<file path="src/rtl/fiber_tx.sv">
// fiber_tx: serial command transmitter for the power-unit fiber link.
// Sends back-to-back frames (idle high, start low, 4 command bits + even parity,
// MSB first) and stretches one-shot reset/bypass requests into multi-frame bursts.
module fiber_tx #(
    parameter int unsigned BIT_CLKS       = 10,
    parameter int unsigned IDLE_BITS      = 7,
    parameter int unsigned DATA_BITS_SIZE = 5,
    parameter int unsigned RST_FRAMES     = 4,
    parameter int unsigned BYP_FRAMES     = 4
) (
    input  logic                      clk,
    input  logic                      rst_n,
    input  logic                      tx_en,
    input  logic                      run_cmd,
    input  logic [1:0]                igbt_cmd,
    input  logic                      reset_req,
    input  logic                      byp_req,
    output logic                      COMM_T,
    output logic                      frame_start,
    output logic                      burst_active,
    output logic [DATA_BITS_SIZE-1:0] tx_word
);

    localparam int unsigned IDLE_CLKS  = IDLE_BITS * BIT_CLKS;
    localparam int unsigned CNT_W      = $clog2(IDLE_CLKS + 1);
    localparam int unsigned BIT_W      = (DATA_BITS_SIZE > 1) ? $clog2(DATA_BITS_SIZE) : 1;
    localparam int unsigned MAX_FRAMES = (RST_FRAMES > BYP_FRAMES) ? RST_FRAMES : BYP_FRAMES;
    localparam int unsigned FRM_W      = $clog2(MAX_FRAMES + 1);

    typedef enum logic [1:0] {
        ST_IDLE  = 2'd0,
        ST_START = 2'd1,
        ST_DATA  = 2'd2
    } state_t;

    state_t                    state, state_n;
    logic [CNT_W-1:0]          cnt, cnt_n;
    logic [BIT_W-1:0]          bit_idx, bit_idx_n;
    logic [DATA_BITS_SIZE-1:0] shreg, shreg_n;
    logic                      comm_t_n, frame_start_n, burst_n;
    logic [DATA_BITS_SIZE-1:0] word_n;
    logic                      rst_pend, rst_pend_n, byp_pend, byp_pend_n;
    logic [FRM_W-1:0]          rst_cnt, rst_cnt_n, byp_cnt, byp_cnt_n;
    logic [1:0]                cmd_lo;
    logic [3:0]                cmd;

    // Next-state, line level, request latching and frame-boundary burst selection
    always_comb begin
        state_n       = state;
        cnt_n         = cnt;
        bit_idx_n     = bit_idx;
        shreg_n       = shreg;
        comm_t_n      = COMM_T;
        frame_start_n = 1'b0;
        burst_n       = burst_active;
        word_n        = tx_word;
        rst_pend_n    = rst_pend | reset_req;
        byp_pend_n    = byp_pend | byp_req;
        rst_cnt_n     = rst_cnt;
        byp_cnt_n     = byp_cnt;
        cmd_lo        = 2'b00;
        cmd           = 4'b0000;

        case (state)
            ST_IDLE: begin
                if (cnt == CNT_W'(IDLE_CLKS) && tx_en) begin
                    // Frame boundary: a reset request pre-empts everything,
                    // a bypass only starts once no reset burst is running.
                    if (rst_pend_n) begin
                        rst_cnt_n  = FRM_W'(RST_FRAMES - 1);
                        byp_cnt_n  = '0;
                        rst_pend_n = 1'b0;
                        cmd_lo     = 2'b11;
                    end else if (rst_cnt != '0) begin
                        rst_cnt_n  = rst_cnt - FRM_W'(1);
                        cmd_lo     = 2'b11;
                    end else if (byp_pend_n) begin
                        byp_cnt_n  = FRM_W'(BYP_FRAMES - 1);
                        byp_pend_n = 1'b0;
                        cmd_lo     = 2'b10;
                    end else if (byp_cnt != '0) begin
                        byp_cnt_n  = byp_cnt - FRM_W'(1);
                        cmd_lo     = 2'b10;
                    end else begin
                        cmd_lo     = {1'b0, run_cmd};
                    end
                    cmd           = {igbt_cmd, cmd_lo};
                    word_n        = DATA_BITS_SIZE'({cmd, ^cmd});
                    shreg_n       = word_n;
                    burst_n       = cmd_lo[1];
                    state_n       = ST_START;
                    cnt_n         = '0;
                    comm_t_n      = 1'b0;
                    frame_start_n = 1'b1;
                end else begin
                    comm_t_n = 1'b1;
                    if (cnt != CNT_W'(IDLE_CLKS)) begin
                        cnt_n = cnt + CNT_W'(1);
                    end
                end
            end
            ST_START: begin
                comm_t_n = 1'b0;
                if (cnt == CNT_W'(BIT_CLKS - 1)) begin
                    state_n   = ST_DATA;
                    cnt_n     = '0;
                    bit_idx_n = '0;
                    comm_t_n  = shreg[DATA_BITS_SIZE-1];
                    shreg_n   = {shreg[DATA_BITS_SIZE-2:0], 1'b0};
                end else begin
                    cnt_n = cnt + CNT_W'(1);
                end
            end
            ST_DATA: begin
                if (cnt == CNT_W'(BIT_CLKS - 1)) begin
                    cnt_n = '0;
                    if (bit_idx == BIT_W'(DATA_BITS_SIZE - 1)) begin
                        // The transition clock already drives high, so it counts as idle clock 1.
                        state_n  = ST_IDLE;
                        cnt_n    = CNT_W'(1);
                        comm_t_n = 1'b1;
                    end else begin
                        bit_idx_n = bit_idx + BIT_W'(1);
                        comm_t_n  = shreg[DATA_BITS_SIZE-1];
                        shreg_n   = {shreg[DATA_BITS_SIZE-2:0], 1'b0};
                    end
                end else begin
                    cnt_n = cnt + CNT_W'(1);
                end
            end
            default: begin
                state_n  = ST_IDLE;
                cnt_n    = '0;
                comm_t_n = 1'b1;
            end
        endcase
    end

    // State and registered outputs; reset forces the line high immediately
    always_ff @(posedge clk or negedge rst_n) begin
        if (!rst_n) begin
            state        <= ST_IDLE;
            cnt          <= '0;
            bit_idx      <= '0;
            shreg        <= '0;
            COMM_T       <= 1'b1;
            frame_start  <= 1'b0;
            burst_active <= 1'b0;
            tx_word      <= '0;
            rst_pend     <= 1'b0;
            byp_pend     <= 1'b0;
            rst_cnt      <= '0;
            byp_cnt      <= '0;
        end else begin
            state        <= state_n;
            cnt          <= cnt_n;
            bit_idx      <= bit_idx_n;
            shreg        <= shreg_n;
            COMM_T       <= comm_t_n;
            frame_start  <= frame_start_n;
            burst_active <= burst_n;
            tx_word      <= word_n;
            rst_pend     <= rst_pend_n;
            byp_pend     <= byp_pend_n;
            rst_cnt      <= rst_cnt_n;
            byp_cnt      <= byp_cnt_n;
        end
    end

endmodule
</file>
<file path="config.mk">
export PLATFORM = sky130hd
export DESIGN_NAME = fiber_tx
export DESIGN_NICKNAME = d
export VERILOG_FILES = /design/src/rtl/fiber_tx.sv
export SDC_FILE = /design/constraint.sdc
export NUM_CORES = 1
export LEC_CHECK = 0
export ABC_CLOCK_PERIOD_IN_PS = 2300
export BUFFER_PORTS_ARGS = -buffer_cell sky130_fd_sc_hd__buf_2
export CAP_MARGIN = 20
export CORE_ASPECT_RATIO = 1.4
export CORE_UTILIZATION = 55
export CTS_CLUSTER_SIZE = 30
export DETAILED_ROUTE_END_ITERATION = 6
export PLACE_DENSITY = 0.78
export SLEW_MARGIN = 10
export SYNTH_ARGS = -nofsm -noshare
export SYNTH_HDL_FRONTEND = slang
export SYNTH_SLANG_ARGS = --single-unit
</file>
<file path="constraint.sdc">
create_clock -name clk -period 2.3 [get_ports clk]
set_input_delay 0.23 -clock clk [delete_from_list [all_inputs] [get_ports clk]]
set_output_delay 0.23 -clock clk [all_outputs]
set_load 0.05 [all_outputs]
</file>
==> summary.txt, run 1 <==
Status
  • Status: finished clean

Yosys
  • Compound-Gate Fraction of Synth Area: 13.8%
  • Share of the synthesized area in the top cell type: 42.0%
  • FF+latch count, synth: 32
  • Synth area leader: dfrtp_1
  • Adder-cell share of the synthesized area: 8.81%
  • Synth warnings: 0
  • XOR/XNOR Fraction of Synth Area: 2.37%
  • Synth Instances: 191
  • Top cells by count, synth: 31 x dfrtp_1, 24 x nand2_1, 14 x inv_1, 14 x nor2_1, 13 x ha_1
  • Largest family of logic cells by synthesized area: simple AND/OR/NAND/NOR gates
  • Syn nets: 212
  • Post-Syn Area per Cell: 9.66 sq um
  • Post-synth EDFFs: 0
  • Mapped cell area: 1850 sq um
  • Register area share after synthesis: 43.5%
  • Post-synthesis mux area share: 5.36%
  • Simple-Gate Fraction of Synth Area: 21.7%
  • Top_reg_cell synth: dfrtp_1
  • Most common cell in the netlist: dfrtp_1
  • Yosys cell types: 48
  • Top cells by area, synth: dfrtp_1 42%, ha_1 8.8%, nand2_1 4.9%
  • Fraction of registers with async set or reset after synthesis: 100%

Timing
  • Min Clock Period, post-route: 2.01 ns
  • TNS Setup: 0 ns
  • FMAX: 498 MHz
  • PnR worst setup slack: 0.293 ns
  • # setup viols final: 0
  • Worst Skew: 0.00332 ns
  • Slew margin rel.: 51.4%
  • Worst slew pin tran: 0.729 ns
  • Fin. Hold Viols: 0
  • Fin crit share: 87.3%
  • RSZ-0062 raised after global routing: false
  • Fin. max-slew vios: 0

Clock tree
  • Post-CTS setup buffers: 0
  • Cts bufs inserted: 5
  • Hold_buf cts: 0
  • Clock Latency Late Sink: 0.28 ns
  • CTS tree: built
  • Post-cts resize count: 0
  • Sink Count: 32
  • Longest Clk Path Bufs: 2
  • CTS HTree Levels: 2
  • CTS clk-pin slew, worst paths: 0.07 ns
  • CTS Root Cell: clkbuf_8

Finish
  • Post-route cell area: 2070 sq um
  • Final-stage net count: 230
  • Layout cells sized above 1: 20.0%
  • Syn-to-layout area delta: 11.9%
  • # diodes: 0
  • Fillers: 262

Pwr
  • Flop pwr share: 50.4%
  • Combinational share of power: 2.3%
  • Pwr dens: 540 nW/um^2
  • Sw Share: 20.2%
  • Leak pwr: 0.000977 uW
  • Clock share of power: 47.3%
  • Internal power: 891 uW
  • VDD IR max: 0.441 mV
  • Net Sw Power: 225 uW

Floorplan
  • Die ar.: 3590 sq um
  • Initial core utilization: 58.5%
  • Die Height: 70.5 microns
  • IO Pins: 16
  • Core ar.: 3150 sq um
  • # rows: 24
  • DIE WIDTH: 51.0 microns

Setup path
  • FF-to-FF End: shreg[1]
  • Critical path class: flip-flop to flip-flop
  • Reg2reg setup slack: 0.29 ns
  • Startpoint types: flip-flop
  • Highest-delay cell along the critical path: dfrtp_1
  • Worst-path fanout max: 7
  • CP endpoint kind: flip-flop
  • Worst path required time: 2.47 ns
  • Slowest stage delay, CP: 0.39 ns
  • Crit path cell chain: inv_1 -> ha_1 -> nor2_1 -> a21oi_4 -> nor4_4 -> mux2_2
  • Worst r2r src: state[0]
  • R2r worst-path depth: 6
  • CP arrival: 2.18 ns

Global routing
  • Aggregate global routing overflow: 0
  • Initial antenna violation count: 0
  • Global Route Usage Sum: 24.6%
  • Vias in the first global route: 1458
  • Pin count of the biggest net entering global routing: 33
  • First-pass GRT wire length: 6560 microns

Detailed routing
  • Routed vias/inst: 5.79
  • # DRC: 0
  • Detailed Route WL: 3900 microns
  • Pre-antenna DRT Iters: 5
  • Via count: 1442
  • Antenna-violating nets left: 0
  • DR iter-0 viols: 29
  • Avg WL per Cell: 15.7 microns

Place
  • Placed Area: 1960 sq um
  • Port Buffer Count: 15
  • Post-detail-place hpwl: 2890 microns
  • Final Wtd Congestion: 0.794
  • Pre-CTS setup slack: 0.298 ns

Run
  • Max-Cap Viols: 0

Hold path
  • Min-delay worst type: primary input to asynchronous set/reset pin
## metrics by stage
stage	utilization (%)	total power [uW]	std cells	hold WS [ns]
after floorplan	-	578	191	-0.0656
after global placement	62.1	598	241	0.317
after detailed placement	62.1	599	241	0.332
after CTS	65.5	1130	249	0.0254
after global routing	65.5	1150	249	0.0522
final	65.5	1120	249	0.00360
## final cells by class
class	instances	area (sq um)	share of cell area, %
clock inverters	2	35.0	1.70
repair buffers	17	90.1	4.36
inverters	15	56.3	2.73
clock buffers	6	72.6	3.51
multi-input cells	138	961	46.5
well taps	39	48.8	2.36
flip-flops and latches	32	802	38.8
## placed cells by master, fill, tap and decap left out, types with 2 or more instances in the layout
cell type / Yosys / layout
buf_4: 1 / 2
a21oi_1: 11 / 11
ha_1: 13 / 13
or3_1: 2 / 2
nand2_1: 24 / 24
o21ai_0: 11 / 11
buf_2: 0 / 15
nor2_1: 14 / 14
o41ai_1: 2 / 2
o31ai_1: 3 / 3
mux2i_1: 2 / 2
mux2_2: 7 / 7
nand3_1: 6 / 6
nor3_1: 8 / 8
dfrtp_1: 31 / 31
inv_1: 14 / 14
a21boi_0: 2 / 2
clkbuf_8: 0 / 5
and3_1: 2 / 2
xnor2_1: 4 / 4
and2_1: 2 / 2
## routing by layer
metal	share of wire [%]	track usage, %
met1	40	25.7
met2	55	45.6
met3	2.8	6.24
met4	2.0	9.26
met5	0	0
## worst max-delay path by stage
stage	startpoint	to	depth (start not counted)
5_1_grt	state[0]	shreg[1]	6
3_3_place_gp	cnt[0]	shreg[3]	6
4_1_cts	state[0]	shreg[1]	6
6_report	state[0]	shreg[1]	6
2_1_floorplan	cnt[0]	shreg[1]	6
3_5_place_dp	state[0]	shreg[1]	6
## sequential cells by signal (all words and copies together) (netlist names)
| register | flops |
|---|---|
| cnt | 7 |
| shreg | 5 |
| rst_cnt | 3 |
| frame_start | 1 |
| state | 2 |
| tx_word | 5 |
| COMM_T | 1 |
| bit_idx | 3 |
| rst_pend | 1 |
| byp_cnt | 3 |
| byp_pend | 1 |
## power groups by stage
stage	registers (uW)	logic, uW	clock network [uW]
2_1_floorplan	573	4.46	0
3_3_place_gp	573	24.8	0
3_5_place_dp	573	26.1	0
4_1_cts	563	26.1	538
5_1_grt	562	28.3	559
6_report	563	25.5	528
## worst max-delay path, delay by kind of cell (launching register included)
kind                     cells  cell delay, ns
adder cells (fa/ha/maj)      1            0.27
buffers and inverters        1            0.09
multiplexers                 1            0.38
flip-flops                   1            0.39
AO/OA/AOI/OAI                1            0.10
AND/OR/NAND/NOR              2            0.66
## cell families (layout without fill, tap and decap cells)
logic type / after synthesis / after routing
and+or+nand+nor: 73 / 73
DFF: 32 / 32
buffers and inverters: 21 / 40
muxes: 9 / 9
xor gates and xnor gates: 5 / 5
adders and majority gates: 13 / 13
AOI/OAI and AO/OA: 38 / 38
Power figures use the tool's default switching activity.
==> inputs of run 2 (changes only) <==
Settings changed: CTS_BUF_LIST set to sky130_fd_sc_hd__clkbuf_2.
==> run 2 against run 1 <==
Net effect:
- hold slack better by 0.075 ns
- routed wire length hardly changed
- sequential share of layout area is 0.62 points higher
- critical path depth stayed put
- via count is 0.21% lower
- critical path type unchanged
- critical endpoint unchanged
- largest cell class unchanged
==> summary.txt, run 2 (synthesis results as in run 1) <==
Finish
  • Most frequent cells in the layout: 31 x dfrtp_1, 24 x nand2_1, 15 x buf_2
  • Number of flip-flops in the largest register: 7 (unchanged)
  • Layout cells sized above 1: 20.4% (+0.38 points)
  • Largest Register: cnt
  • Syn-to-layout area delta: 10.2%
  • Biggest regs: cnt (7), shreg (5), tx_word (5)
  • Commonest non-fill, non-tap cell in the layout: dfrtp_1
  • Final-stage net count: 231 (+0.43%)
  • Post-route cell area: 2030 sq um (-1.6%)
  • # diodes: 0 (unchanged)
  • Util after Layout: 64.5% (-1.0 points)
  • Finished Layout Cells: 250 (+0.40%)

Clock tree
  • Post-CTS setup buffers: 0 (unchanged)
  • Clock Latency Late Sink: 0.38 ns (+0.10 ns)
  • CTS HTree Levels: 2 (unchanged)
  • CTS tree: built
  • Hold_buf cts: 1 (+1)
  • Post-cts resize count: 0 (unchanged)
  • Longest Clk Path Bufs: 2 (unchanged)
  • CTS clk-pin slew, worst paths: 0.17 ns (+0.10 ns)
  • Cts bufs inserted: 5 (unchanged)
  • CTS Root Cell: clkbuf_2
  • Sink Count: 32 (unchanged)

Detailed routing
  • Antenna-violating nets left: 0 (unchanged)
  • DR iter-0 viols: 33 (+14%)
  • Detailed Route WL: 3900 microns (about the same)
  • # DRC: 0 (unchanged)
  • Avg WL per Cell: 15.6 microns (-0.45%)
  • Routed vias/inst: 5.76 (-0.61%)
  • Via count: 1439 (-0.21%)
  • Pre-antenna DRT Iters: 4 (-1)

Status
  • Status: finished clean

Place
  • # placed instances: 241 (unchanged)
  • Final Wtd Congestion: 0.794 (unchanged)
  • Placed Area: 1960 sq um (unchanged)
  • Port Buffer Count: 15 (unchanged)
  • Post-detail-place hpwl: 2890 microns (unchanged)

Pwr
  • Clock share of power: 39.2% (-8.1 points)
  • Pwr dens: 477 nW/um^2 (-12%)
  • Combinational share of power: 2.7% (+0.4 points)
  • Internal power: 759 uW (-15%)
  • Net Sw Power: 212 uW (-6.0%)
  • VDD IR max: 0.515 mV (+17%)
  • Flop pwr share: 58.0% (+7.6 points)
  • Leak pwr: 0.000969 uW (-0.82%)
  • Sw Share: 21.8% (+1.7 points)

Timing
  • Hold_ws: 0.0788 ns (+0.0752 ns)
  • FMAX: 496 MHz (-0.40%)
  • Worst Skew: 0.0169 ns (+0.0135 ns)
  • Fin. max-slew vios: 0 (unchanged)
  • TNS Setup: 0 ns (unchanged)
  • Worst slew pin tran: 0.727 ns (-0.00119 ns)
  • Fin crit share: 87.6% (+0.35 points)
  • RSZ-0062 raised after global routing: false
  • Fin. Hold Viols: 0 (unchanged)
  • Slew margin rel.: 51.5% (+0.079 points)
  • # setup viols final: 0 (unchanged)
  • Min Clock Period, post-route: 2.02 ns (+0.00802 ns)

Setup path
  • Worst path required time: 2.59 ns (+0.12 ns)
  • Highest-delay cell along the critical path: dfrtp_1
  • Worst-path fanout max: 7 (unchanged)
  • CP endpoint kind: flip-flop
  • CP arrival: 2.30 ns (+0.12 ns)
  • Startpoint types: flip-flop
  • Crit path buf inv count: 1 (unchanged)
  • Crit path cell chain: inv_1 -> ha_1 -> nor2_1 -> a21oi_4 -> nor4_4 -> mux2_2
  • Slowest stage delay, CP: 0.41 ns (+0.02 ns)
  • Critical path class: flip-flop to flip-flop
  • Crit path max-delay family: simple AND/OR/NAND/NOR gates

Global routing
  • Initial antenna violation count: 0 (unchanged)
  • Pin count of the biggest net entering global routing: 33 (unchanged)
  • First-pass GRT wire length: 6590 microns (+0.43%)
  • Global Route Usage Sum: 24.7% (+0.10 points)
  • Aggregate global routing overflow: 0 (unchanged)
  • Vias in the first global route: 1491 (+2.3%)

Floorplan
  • # rows: 24 (unchanged)
  • Die ar.: 3590 sq um (unchanged)
  • DIE WIDTH: 51.0 microns (unchanged)
  • Die Height: 70.5 microns (unchanged)
  • IO Pins: 16 (unchanged)
  • Core ar.: 3150 sq um (unchanged)
  • Initial core utilization: 58.5% (unchanged)

Hold path
  • Min-delay worst type: primary input to flip-flop

Run
  • Max-Cap Viols: 0 (unchanged)
[run 2: cell type report]
class,instances,area [sq um]
tap,39,48.8
timing repair buffer,18,100
clock inverter,2,35.0
multi-input combinational,138,961
inverter,15,56.3
sequential,32,802
clock buffer,6,30.0
fill,263,1120
[run 2: stage by stage]
stage                     worst slack [ns]  power [uW]
final                                0.285         970
after global routing                 0.155        1010
after CTS                            0.267         982
after detailed placement             0.298         599
after global placement               0.384         598
after floorplan                      0.492         578
[run 2: final timing paths]
kind                             start          to  slack [ns]  cells past startpoint
hold reg to reg             byp_cnt[0]  byp_cnt[0]        0.48                      1
setup reg to reg              state[0]    shreg[1]        0.28                      6
setup / recovery              state[0]    shreg[1]        0.28                      6
min in group asynchronous        rst_n      cnt[2]        0.42                      2
hold / removal             igbt_cmd[1]  tx_word[4]        0.08                      3
max in group asynchronous        rst_n    state[1]        1.41                      2
[run 2: per-layer routing]
layer  GRT usage, %  up-vias  share of wire [%]
met4           10.8        0                2.9
met2           45.5       26                 55
li1               -      705                  -
met1           25.7      697                 40
met3           5.81       11                2.7
met5              0        -                  0
[run 2: worst reg2reg max path: cells and delay by family, from the launching register on]
kind | cells | cell delay (ns)
mux | 1 | 0.39
buf+inv | 1 | 0.09
compound gates | 1 | 0.10
simple gates | 2 | 0.68
fa+ha+maj | 1 | 0.27
flops | 1 | 0.41
[run 2: power by group through the flow]
stage          Combinational, uW  Sequential, uW  Clock [uW]
6_report                    26.4             563         381
5_1_grt                     29.6             563         413
4_1_cts                     27.4             563         392
3_5_place_dp                26.1             573           0
3_3_place_gp                24.8             573           0
2_1_floorplan               4.46             573           0
